<file path="src/rtl/i2c_pkg.sv">
// Shared types and constants for the I2C target endpoint.
package i2c_pkg;

  localparam int unsigned DATA_W = 8;
  localparam int unsigned ADDR_W = 8;

  localparam logic [6:0] DEFAULT_SLAVE_ADDR = 7'b1001100;

  localparam logic I2C_ACK  = 1'b0;
  localparam logic I2C_NACK = 1'b1;

  typedef enum logic [3:0] {
    ST_IDLE,
    ST_ADDR,
    ST_ADDR_ACK,
    ST_WR_BYTE,
    ST_WR_ACK,
    ST_RD_LOAD,
    ST_RD_BYTE,
    ST_RD_ACK,
    ST_WAIT_STOP
  } i2c_slv_state_t;

endpackage

</file>
<file path="src/rtl/i2c_sync_edge.sv">
// Two-flop synchronizer with rise/fall pulses for one I2C pad line.
// I2C_SLAVE_GLITCH_FILTER_EN adds a 3-sample majority filter (+2 clk latency).
module i2c_sync_edge (
  input  logic clk,
  input  logic rst,
  input  logic din,
  output logic level,
  output logic rise_c,
  output logic fall_c
);

  logic [1:0] sync_q;
  logic       prev_q;

  // Idle bus level is high, so reset to 1 to avoid a false edge on release.
  always_ff @(posedge clk or posedge rst) begin
    if (rst) sync_q <= 2'b11;
    else     sync_q <= {sync_q[0], din};
  end

`ifdef I2C_SLAVE_GLITCH_FILTER_EN
  logic [1:0] hist_q;
  logic       filt_q;
  logic       filt_d;

  always_comb begin
    filt_d = (sync_q[1] & hist_q[0]) | (sync_q[1] & hist_q[1]) | (hist_q[0] & hist_q[1]);
  end

  always_ff @(posedge clk or posedge rst) begin
    if (rst) begin
      hist_q <= 2'b11;
      filt_q <= 1'b1;
    end else begin
      hist_q <= {hist_q[0], sync_q[1]};
      filt_q <= filt_d;
    end
  end

  assign level = filt_q;
`else
  assign level = sync_q[1];
`endif

  always_ff @(posedge clk or posedge rst) begin
    if (rst) prev_q <= 1'b1;
    else     prev_q <= level;
  end

  assign rise_c = level & ~prev_q;
  assign fall_c = ~level & prev_q;

endmodule

</file>
<file path="src/rtl/i2c_slave_responder.sv">
// I2C target: START/STOP decode, 7-bit address match, byte-pointer mapped
// register/memory access. Optional input filter via I2C_SLAVE_GLITCH_FILTER_EN.
module i2c_slave_responder
  import i2c_pkg::*;
#(
  parameter int unsigned DATAWIDTH  = DATA_W,
  parameter int unsigned ADDRWIDTH  = ADDR_W,
  parameter logic [6:0]  SLAVE_ADDR = DEFAULT_SLAVE_ADDR
) (
  input  logic                 clk,
  input  logic                 rst,
  input  logic                 scl_in,
  input  logic                 sda_in,
  output logic                 sda_oe,
  output logic [ADDRWIDTH-1:0] mem_addr,
  output logic [DATAWIDTH-1:0] mem_wdata,
  output logic                 mem_we,
  output logic                 mem_re,
  input  logic [DATAWIDTH-1:0] mem_rdata,
  output logic                 busy
);

  logic scl_lvl, scl_rise, scl_fall;
  logic sda_lvl, sda_rise, sda_fall;
  logic start_c, stop_c;

  i2c_sync_edge u_scl_sync (
    .clk   (clk),
    .rst   (rst),
    .din   (scl_in),
    .level (scl_lvl),
    .rise_c(scl_rise),
    .fall_c(scl_fall)
  );

  i2c_sync_edge u_sda_sync (
    .clk   (clk),
    .rst   (rst),
    .din   (sda_in),
    .level (sda_lvl),
    .rise_c(sda_rise),
    .fall_c(sda_fall)
  );

  // An SDA edge coinciding with an SCL edge is data, not a bus condition.
  assign start_c = sda_fall & scl_lvl & ~scl_rise;
  assign stop_c  = sda_rise & scl_lvl & ~scl_rise;

  i2c_slv_state_t       state_q, state_d;
  logic [3:0]           bitcnt_q, bitcnt_d;
  logic [DATAWIDTH-1:0] shreg_q, shreg_d;
  logic [ADDRWIDTH-1:0] ptr_q, ptr_d;
  logic                 first_q, first_d;
  logic                 rw_q, rw_d;
  logic                 cap_q, cap_d;
  logic                 sda_oe_q, sda_oe_d;
  logic                 mem_we_q, mem_we_d;
  logic                 mem_re_q, mem_re_d;
  logic [ADDRWIDTH-1:0] mem_addr_q, mem_addr_d;
  logic [DATAWIDTH-1:0] mem_wdata_q, mem_wdata_d;
  logic                 busy_q, busy_d;
  logic [DATAWIDTH-1:0] rx_byte;
  logic                 last_bit;

  assign rx_byte  = {shreg_q[DATAWIDTH-2:0], sda_lvl};
  assign last_bit = (bitcnt_q == 4'(DATAWIDTH - 1));

  always_comb begin
    state_d     = state_q;
    bitcnt_d    = bitcnt_q;
    shreg_d     = shreg_q;
    ptr_d       = ptr_q;
    first_d     = first_q;
    rw_d        = rw_q;
    cap_d       = mem_re_q;
    sda_oe_d    = sda_oe_q;
    mem_we_d    = 1'b0;
    mem_re_d    = 1'b0;
    mem_addr_d  = mem_addr_q;
    mem_wdata_d = mem_wdata_q;
    busy_d      = busy_q;

    // Pointer advances the cycle after the write strobe.
    if (mem_we_q) ptr_d = ptr_q + ADDRWIDTH'(1);

    if (stop_c) begin
      state_d  = ST_IDLE;
      bitcnt_d = 4'd0;
      sda_oe_d = 1'b0;
      busy_d   = 1'b0;
    end else if (start_c) begin
      state_d  = ST_ADDR;
      bitcnt_d = 4'd0;
      sda_oe_d = 1'b0;
    end else begin
      case (state_q)
        ST_IDLE: ;
        ST_ADDR: begin
          if (scl_rise) begin
            shreg_d  = rx_byte;
            bitcnt_d = bitcnt_q + 4'd1;
            if (last_bit) begin
              bitcnt_d = 4'd0;
              if (rx_byte[DATAWIDTH-1:1] == SLAVE_ADDR) begin
                state_d = ST_ADDR_ACK;
                busy_d  = 1'b1;
                rw_d    = rx_byte[0];
                first_d = ~rx_byte[0];
              end else begin
                state_d = ST_WAIT_STOP;
              end
            end
          end
        end
        ST_ADDR_ACK: begin
          if (scl_fall) sda_oe_d = ~I2C_ACK;
          else if (scl_rise) state_d = rw_q ? ST_RD_LOAD : ST_WR_BYTE;
        end
        ST_WR_BYTE: begin
          if (scl_fall) begin
            sda_oe_d = 1'b0;
          end else if (scl_rise) begin
            shreg_d  = rx_byte;
            bitcnt_d = bitcnt_q + 4'd1;
            if (last_bit) begin
              bitcnt_d = 4'd0;
              state_d  = ST_WR_ACK;
              if (first_q) begin
                ptr_d   = ADDRWIDTH'(rx_byte);
                first_d = 1'b0;
              end else begin
                mem_we_d    = 1'b1;
                mem_addr_d  = ptr_q;
                mem_wdata_d = rx_byte;
              end
            end
          end
        end
        ST_WR_ACK: begin
          if (scl_fall) sda_oe_d = ~I2C_ACK;
          else if (scl_rise) state_d = ST_WR_BYTE;
        end
        ST_RD_LOAD: begin
          mem_re_d   = 1'b1;
          mem_addr_d = ptr_q;
          bitcnt_d   = 4'd0;
          state_d    = ST_RD_BYTE;
        end
        ST_RD_BYTE: begin
          // Read data lands one clk after the strobe; SCL stays high meanwhile.
          if (cap_q) begin
            shreg_d = mem_rdata;
          end else if (scl_fall) begin
            if (bitcnt_q == 4'(DATAWIDTH)) begin
              sda_oe_d = 1'b0;
              bitcnt_d = 4'd0;
              state_d  = ST_RD_ACK;
            end else begin
              sda_oe_d = ~shreg_q[DATAWIDTH-1];
              shreg_d  = {shreg_q[DATAWIDTH-2:0], 1'b0};
              bitcnt_d = bitcnt_q + 4'd1;
            end
          end
        end
        ST_RD_ACK: begin
          if (scl_rise) begin
            if (sda_lvl == I2C_ACK) begin
              ptr_d   = ptr_q + ADDRWIDTH'(1);
              state_d = ST_RD_LOAD;
            end else begin
              state_d = ST_WAIT_STOP;
            end
          end
        end
        ST_WAIT_STOP: sda_oe_d = 1'b0;
        default: state_d = ST_IDLE;
      endcase
    end
  end

  always_ff @(posedge clk or posedge rst) begin
    if (rst) begin
      state_q     <= ST_IDLE;
      bitcnt_q    <= 4'd0;
      shreg_q     <= '0;
      ptr_q       <= '0;
      first_q     <= 1'b0;
      rw_q        <= 1'b0;
      cap_q       <= 1'b0;
      sda_oe_q    <= 1'b0;
      mem_we_q    <= 1'b0;
      mem_re_q    <= 1'b0;
      mem_addr_q  <= '0;
      mem_wdata_q <= '0;
      busy_q      <= 1'b0;
    end else begin
      state_q     <= state_d;
      bitcnt_q    <= bitcnt_d;
      shreg_q     <= shreg_d;
      ptr_q       <= ptr_d;
      first_q     <= first_d;
      rw_q        <= rw_d;
      cap_q       <= cap_d;
      sda_oe_q    <= sda_oe_d;
      mem_we_q    <= mem_we_d;
      mem_re_q    <= mem_re_d;
      mem_addr_q  <= mem_addr_d;
      mem_wdata_q <= mem_wdata_d;
      busy_q      <= busy_d;
    end
  end

  assign sda_oe    = sda_oe_q;
  assign mem_we    = mem_we_q;
  assign mem_re    = mem_re_q;
  assign mem_addr  = mem_addr_q;
  assign mem_wdata = mem_wdata_q;
  assign busy      = busy_q;

endmodule

</file>
<file path="config.mk">
export PLATFORM = sky130hd
export DESIGN_NAME = i2c_slave_responder
export DESIGN_NICKNAME = d
export VERILOG_FILES = /design/src/rtl/i2c_pkg.sv /design/src/rtl/i2c_sync_edge.sv /design/src/rtl/i2c_slave_responder.sv
export SDC_FILE = /design/constraint.sdc
export NUM_CORES = 1
export LEC_CHECK = 0
export ABC_CLOCK_PERIOD_IN_PS = 3470
export CAP_MARGIN = 20
export CORE_ASPECT_RATIO = 2
export CORE_UTILIZATION = 25
export CTS_CLUSTER_DIAMETER = 80
export CTS_CLUSTER_SIZE = 30
export DETAILED_ROUTE_END_ITERATION = 10
export HOLD_SLACK_MARGIN = 0.15
export PLACE_DENSITY = 0.54
export SLEW_MARGIN = 30
export SYNTH_ARGS = -nofsm -noshare
export SYNTH_HDL_FRONTEND = slang
export SYNTH_SLANG_ARGS = --single-unit
</file>
<file path="constraint.sdc">
create_clock -name clk -period 3.47 [get_ports clk]
set_clock_uncertainty 0.2 [all_clocks]
set_input_delay 0.8675 -clock clk [delete_from_list [all_inputs] [get_ports clk]]
set_output_delay 0.8675 -clock clk [all_outputs]
set_load 0.02 [all_outputs]
</file>
**After elaboration in Yosys (flattened, before gate mapping)**

Cells that the tools add are included.

- Add/subtract/negate cells: 2
- Equal/unequal tests: 37
- Muxes and demuxes: 80
- Bitwise gates (word level): 18
- Reductions and logical operators: 21

Operators by type and width:

| cell | count |
|---|---|
| $mux 8 | 18 |
| $mux 4 | 25 |
| $ne 4x4->1 const B | 14 |
| $pmux 4 s8 | 1 |
| $pmux 8 s2 | 2 |
| $mux 1 | 29 |
| $pmux 8 s3 | 1 |
| $eq 4x3->1 const B | 5 |
| $pmux 4 s4 | 1 |
| $ne 2x2->1 const B | 7 |
| $reduce_and 14->1 | 1 |
| $reduce_and 7->1 | 2 |
| $reduce_and 6->1 | 2 |
| $reduce_bool 2->1 | 6 |
| $reduce_bool 6->1 | 2 |
| $not 1->1 | 10 |
| $reduce_and 5->1 | 2 |
| $reduce_and 9->1 | 1 |
| $add 8x1->8 const B | 1 |
| $and 1x1->1 | 8 |
| $eq 4x2->1 const B | 2 |
| $eq 4x4->1 const B | 2 |
| $eq 7x7->1 const B | 1 |
| $ne 3x3->1 const B | 2 |
| 12 further kinds | 13 |

- Register bits after elaboration: 53
- Output and inout port bits: 20
- Word-level logic and storage cells: 175

**Depth between registers and ports, before layout**

- Depth after elaboration: 9
- Depth in mapped cells: 8
- Mapped depth without buffers: 7

**By module**

From an unflattened synthesis, not the netlist that was laid out.

- Cell total of the unflattened synthesis: 296
- Area total of the unflattened synthesis: 2960.3 µm²

By module, submodules not included:

| module | instances | cells an instance | area an instance (µm²) | sequential area each (µm²) |
|---|---|---|---|---|
| i2c_slave_responder | 1 | 284 | 2765.2 | 1176.1 |
| i2c_sync_edge | 2 | 6 | 97.6 | 78.8 |

**Worst setup path before layout**

OpenSTA, ideal clock, no wires.

- Path type: register to register
- From: reg u_scl_sync.sync_q[1]
- To: reg mem_addr_q[0] (netlist: mem_addr[0])
- Arrival: 1.850 ns
- Required time: 3.145 ns
- Path slack: 1.295 ns
- Stages on the path, launching flop included: 6
- Path buffers: 1
- Clock period less this slack: 2.175 ns
- Cell sequence: dfstp_2 -> buf_4 -> nor2b_4 -> nand2_2 -> a2111oi_4 -> mux2_2

- Cells in the longest elaborated chain, start to end: 5
- Elaborated cells on any way between the ends: 13
- Classes of those cells: 2 x eq/ne; 10 x bitwise; 1 x reduce/logical

RTL lines:

| what | RTL line | text |
|---|---|---|
| start: declaration | i2c_sync_edge.sv:12 | `logic [1:0] sync_q;` |
| start signal: assignment | i2c_sync_edge.sv:18 | `else sync_q <= {sync_q[0], din};` |
| $and 1x1->1 | i2c_sync_edge.sv:50 | `assign rise_c = level & ~prev_q;` |
| $not 1->1 | i2c_slave_responder.sv:46, i2c_slave_responder.sv:47 |  |
| $and 1x1->1 (on tied branches) | i2c_slave_responder.sv:47, i2c_slave_responder.sv:46 |  |
| $not 1->1 (no line) | n/a |  |
| $reduce_and 7->1 (no line) (*) | n/a |  |
| end signal: assignment | i2c_slave_responder.sv:207 | `mem_addr_q <= mem_addr_d;` |
| end: declaration | i2c_slave_responder.sv:59 | `logic [ADDRWIDTH-1:0] mem_addr_q, mem_addr_d;` |

Every way passes the cells marked *; elsewhere a longest branch is shown, timed or not.
A chain may end at the register's enable or synchronous reset.

**Final worst setup path**

- From: reg state_q[1]
- To: reg mem_wdata_q[3] (netlist: mem_wdata[3])

- Cells in the longest elaborated chain, start to end: 2

RTL lines:

| what | RTL line | text |
|---|---|---|
| start: declaration | i2c_slave_responder.sv:49 | `i2c_slv_state_t state_q, state_d;` |
| start signal: assignment | i2c_slave_responder.sv:197 | `state_q <= state_d;` |
| $eq 4x2->1 | i2c_slave_responder.sv:96 | `case (state_q)` |
| $reduce_and 7->1 (no line) | n/a |  |
| end signal: assignment | i2c_slave_responder.sv:208 | `mem_wdata_q <= mem_wdata_d;` |
| end: declaration | i2c_slave_responder.sv:60 | `logic [DATAWIDTH-1:0] mem_wdata_q, mem_wdata_d;` |

No other way between the ends.

==> results.txt <==
Final ANT Viol Nets - 0
Final #Nets - 338
Cell Rows - 56
Hold Crit Start - u_sda_sync.sync_q[0]
Synth area leaders - dfrtp_1 (39%), mux2_2 (12%), dfstp_2 (5.2%)
cell count after synthesis - 297
vias - 2396
Rel. slew slack - 0.468
First-pass DRT Iterations - 4
port buffer count - 31
RSZ-0062 raised after global routing - no
Post-synth EDFFs - 0
crit-path max cell delay - 0.71 ns
routed vias/inst - 5.11
DP HPWL - 6.34 mm
Worst EP arrival - 2.74 ns
Max Buffers Root-to-Sink - 2
Mapped Nets - 312
area of the core - 11800 um2
Die Height - 158 um
Cells after DPL - 461
CTS tree - yes
endpoints failing setup - 0
P&R area growth vs syn - 19.5%
final slew viol count - 0
CP Data Required Time - 3.45 ns
post-layout instance area - 3640 um2
wire per inst - 17.4 um
Async SR Flop Fraction - 1.00
Hold Buf Count CTS - 0
share of post-route cells with drive strength above 1 - 0.201
Placed Area - 3490 um2
clk sink count - 53
Leak - 1.51 nW
r2r endpoint - mem_wdata[3]
crit path kind - reg -> reg
Yosys Warn Count - 0
Clk pin slew, worst setup/hold paths - 0.07 ns
crit end category - flop
Worst Hold Endpoint - u_sda_sync.sync_q[1]
pin count of the biggest net entering global routing - 26
reg2reg start - state_q[1]
Slew @ Worst Pin - 0.797 ns
Post-Synthesis Mean Instance Area - 10.3 um2
Routability Congestion - 0.875
Worst Hold Class - reg -> reg
gr ovfl total - 0
Ant. Diodes - 0
fill cell count - 1232
worst vdd ir - 0.264 mV
all-layer global routing usage - 0.137
Die ar. - 12700 um2
CTS buffer count - 5
CP max FO - 18
Place WS - 0.745 ns
PostCTS Resize Cnt - 0
die width - 80.1 um
sequential area share after synthesis - 0.438
final WL - 8.16 mm
status - complete, no violations
IO Pins - 32
worst-path cell chain - nand3b_1, or2_1, nor3_2, mux2_2
Yosys reg bits - 53
number of antenna violations at the first check in global routing - 0
Setup TNS - 0 ns
Final Hold Vio Count - 0
Hold Slack - 0.156 ns
global-route wire length before repair - 13.0 mm
initial DRC count - 186
startpoint types - flop
Max Cap Violations - 0
f_max - 362 MHz
R2R setup slack - 0.71 ns
CTS H-Tree Depth - 2
Initial Util - 0.259
top_reg_cell synth - dfrtp_1
mapped cell area - 3050 um2
slowest CP cell - dfrtp_1
number of global-route vias before repair - 2464
post-synth top area cell - dfrtp_1
Worst R2R Path Depth - 4
period utilisation layout - 0.796
Netlist cell types - 58
hold path cells - 0
Finished Layout Cells - 469
Synth top area share - 0.386
pwr dens - 427 nW/um2
clk root buf - clkbuf_16
min Tclk post-route - 2.76 ns
Residual DRC - 0
Post-CTS Setup Inserts - 0
Clk Latency, worst-skew pair - 0.30 ns
PnR worst setup slack - 0.707 ns
critical path, delay by kind of cell (launching register included):
family / cells / cell delay, ns
flops: 1 / 0.71
mux: 1 / 0.41
simple gates: 3 / 1.32
cell families after synthesis:
logic type,share of synthesized area
xor+xnor,0.0431
mux,0.129
buf+inv,0.0390
compound gates,0.161
simple gates,0.178
fa+ha+maj,0.0123
flops,0.438
layout by cell type, fill, tap and decap left out, types with 2 or more instances in the layout:
| cell type | instances |
|---|---|
| dfstp_2 | 6 |
| nand4b_1 | 2 |
| nand3b_1 | 6 |
| clkdlybuf4s50_1 | 31 |
| nand2b_1 | 4 |
| inv_1 | 7 |
| dfrtp_1 | 47 |
| o32ai_2 | 2 |
| nand4_1 | 5 |
| nor2b_1 | 4 |
| nand2_1 | 20 |
| a22o_1 | 2 |
| a31oi_1 | 3 |
| buf_4 | 5 |
| a21o_1 | 3 |
| nand3_1 | 8 |
| mux2_2 | 33 |
| o211ai_1 | 3 |
| xnor2_1 | 9 |
| nor3_2 | 2 |
| ha_1 | 3 |
| and3_1 | 4 |
| a21oi_1 | 11 |
| a211oi_1 | 2 |
| nor3b_1 | 4 |
| clkbuf_16 | 5 |
| and2_1 | 2 |
| o21bai_1 | 2 |
| xor2_1 | 6 |
| nor2_1 | 25 |
| nor3_1 | 5 |
| mux2i_1 | 2 |
| o21ai_0 | 19 |
| o221ai_1 | 5 |
how the worst max path moves through the flow:
stage	from	to	depth (start not counted)
after floorplan	rst	bitcnt_q[0]	1
after global placement	state_q[1]	mem_wdata[3]	4
after detailed placement	state_q[1]	mem_wdata[4]	4
after CTS	state_q[1]	mem_wdata[4]	4
after global routing	state_q[1]	mem_wdata[7]	4
final	state_q[1]	mem_wdata[3]	4
where the power goes:
group	total [mW]	internal [mW]	switching, mW	leakage (nW)
Clock	0.516	0.288	0.228	0.0701
Sequential	0.785	0.688	0.0974	0.690
Combinational	0.254	0.138	0.115	0.751
cell usage after synthesis (all sizes together), types with 2 or more instances:
master	count
a2111oi	2
a211oi	2
a21o	3
a21oi	11
a22o	2
a31oi	3
and2	2
and3	4
buf	9
clkbuf	8
dfrtp	47
dfstp	6
ha	3
inv	8
mux2	33
mux2i	2
nand2	21
nand2b	4
nand3	8
nand3b	6
nand4	5
nand4b	2
nor2	26
nor2b	5
nor3	7
nor3b	4
o211ai	3
o21ai	19
o21bai	2
o221ai	5
o32ai	3
xnor2	9
xor2	6
stage by stage:
stage	util	power, mW
after floorplan	-	0.952
after global placement	0.296	1.05
after detailed placement	0.296	1.06
after CTS	0.309	1.58
after global routing	0.309	1.63
final	0.309	1.55
area by class of cell:
cell class,count,area [um2],area share
clock inverter,1,7.51,0.00206
multi-input combinational,219,1600,0.439
sequential,53,1330,0.366
tap,145,181,0.0498
clock buffer,7,143,0.0392
inverter,8,30.0,0.00825
timing repair buffer,36,348,0.0956
flip-flops by register name (all words and copies together), names as in the netlist, 2 cells and up:
register	count
ptr_q	8
shreg_q	8
state_q	4
u_sda_sync.sync_q	2
u_scl_sync.sync_q	2
mem_addr	8
bitcnt_q	4
mem_wdata	8
layer usage:
metal,share of wire,vias to the layer above,global-route usage
met2,0.58,52,0.269
li1,-,1131,-
met3,0.019,22,0.0150
met1,0.35,1191,0.131
met4,0.052,0,0.0850
met5,0,-,0
No activity file was read; power rests on OpenSTA's default activity.
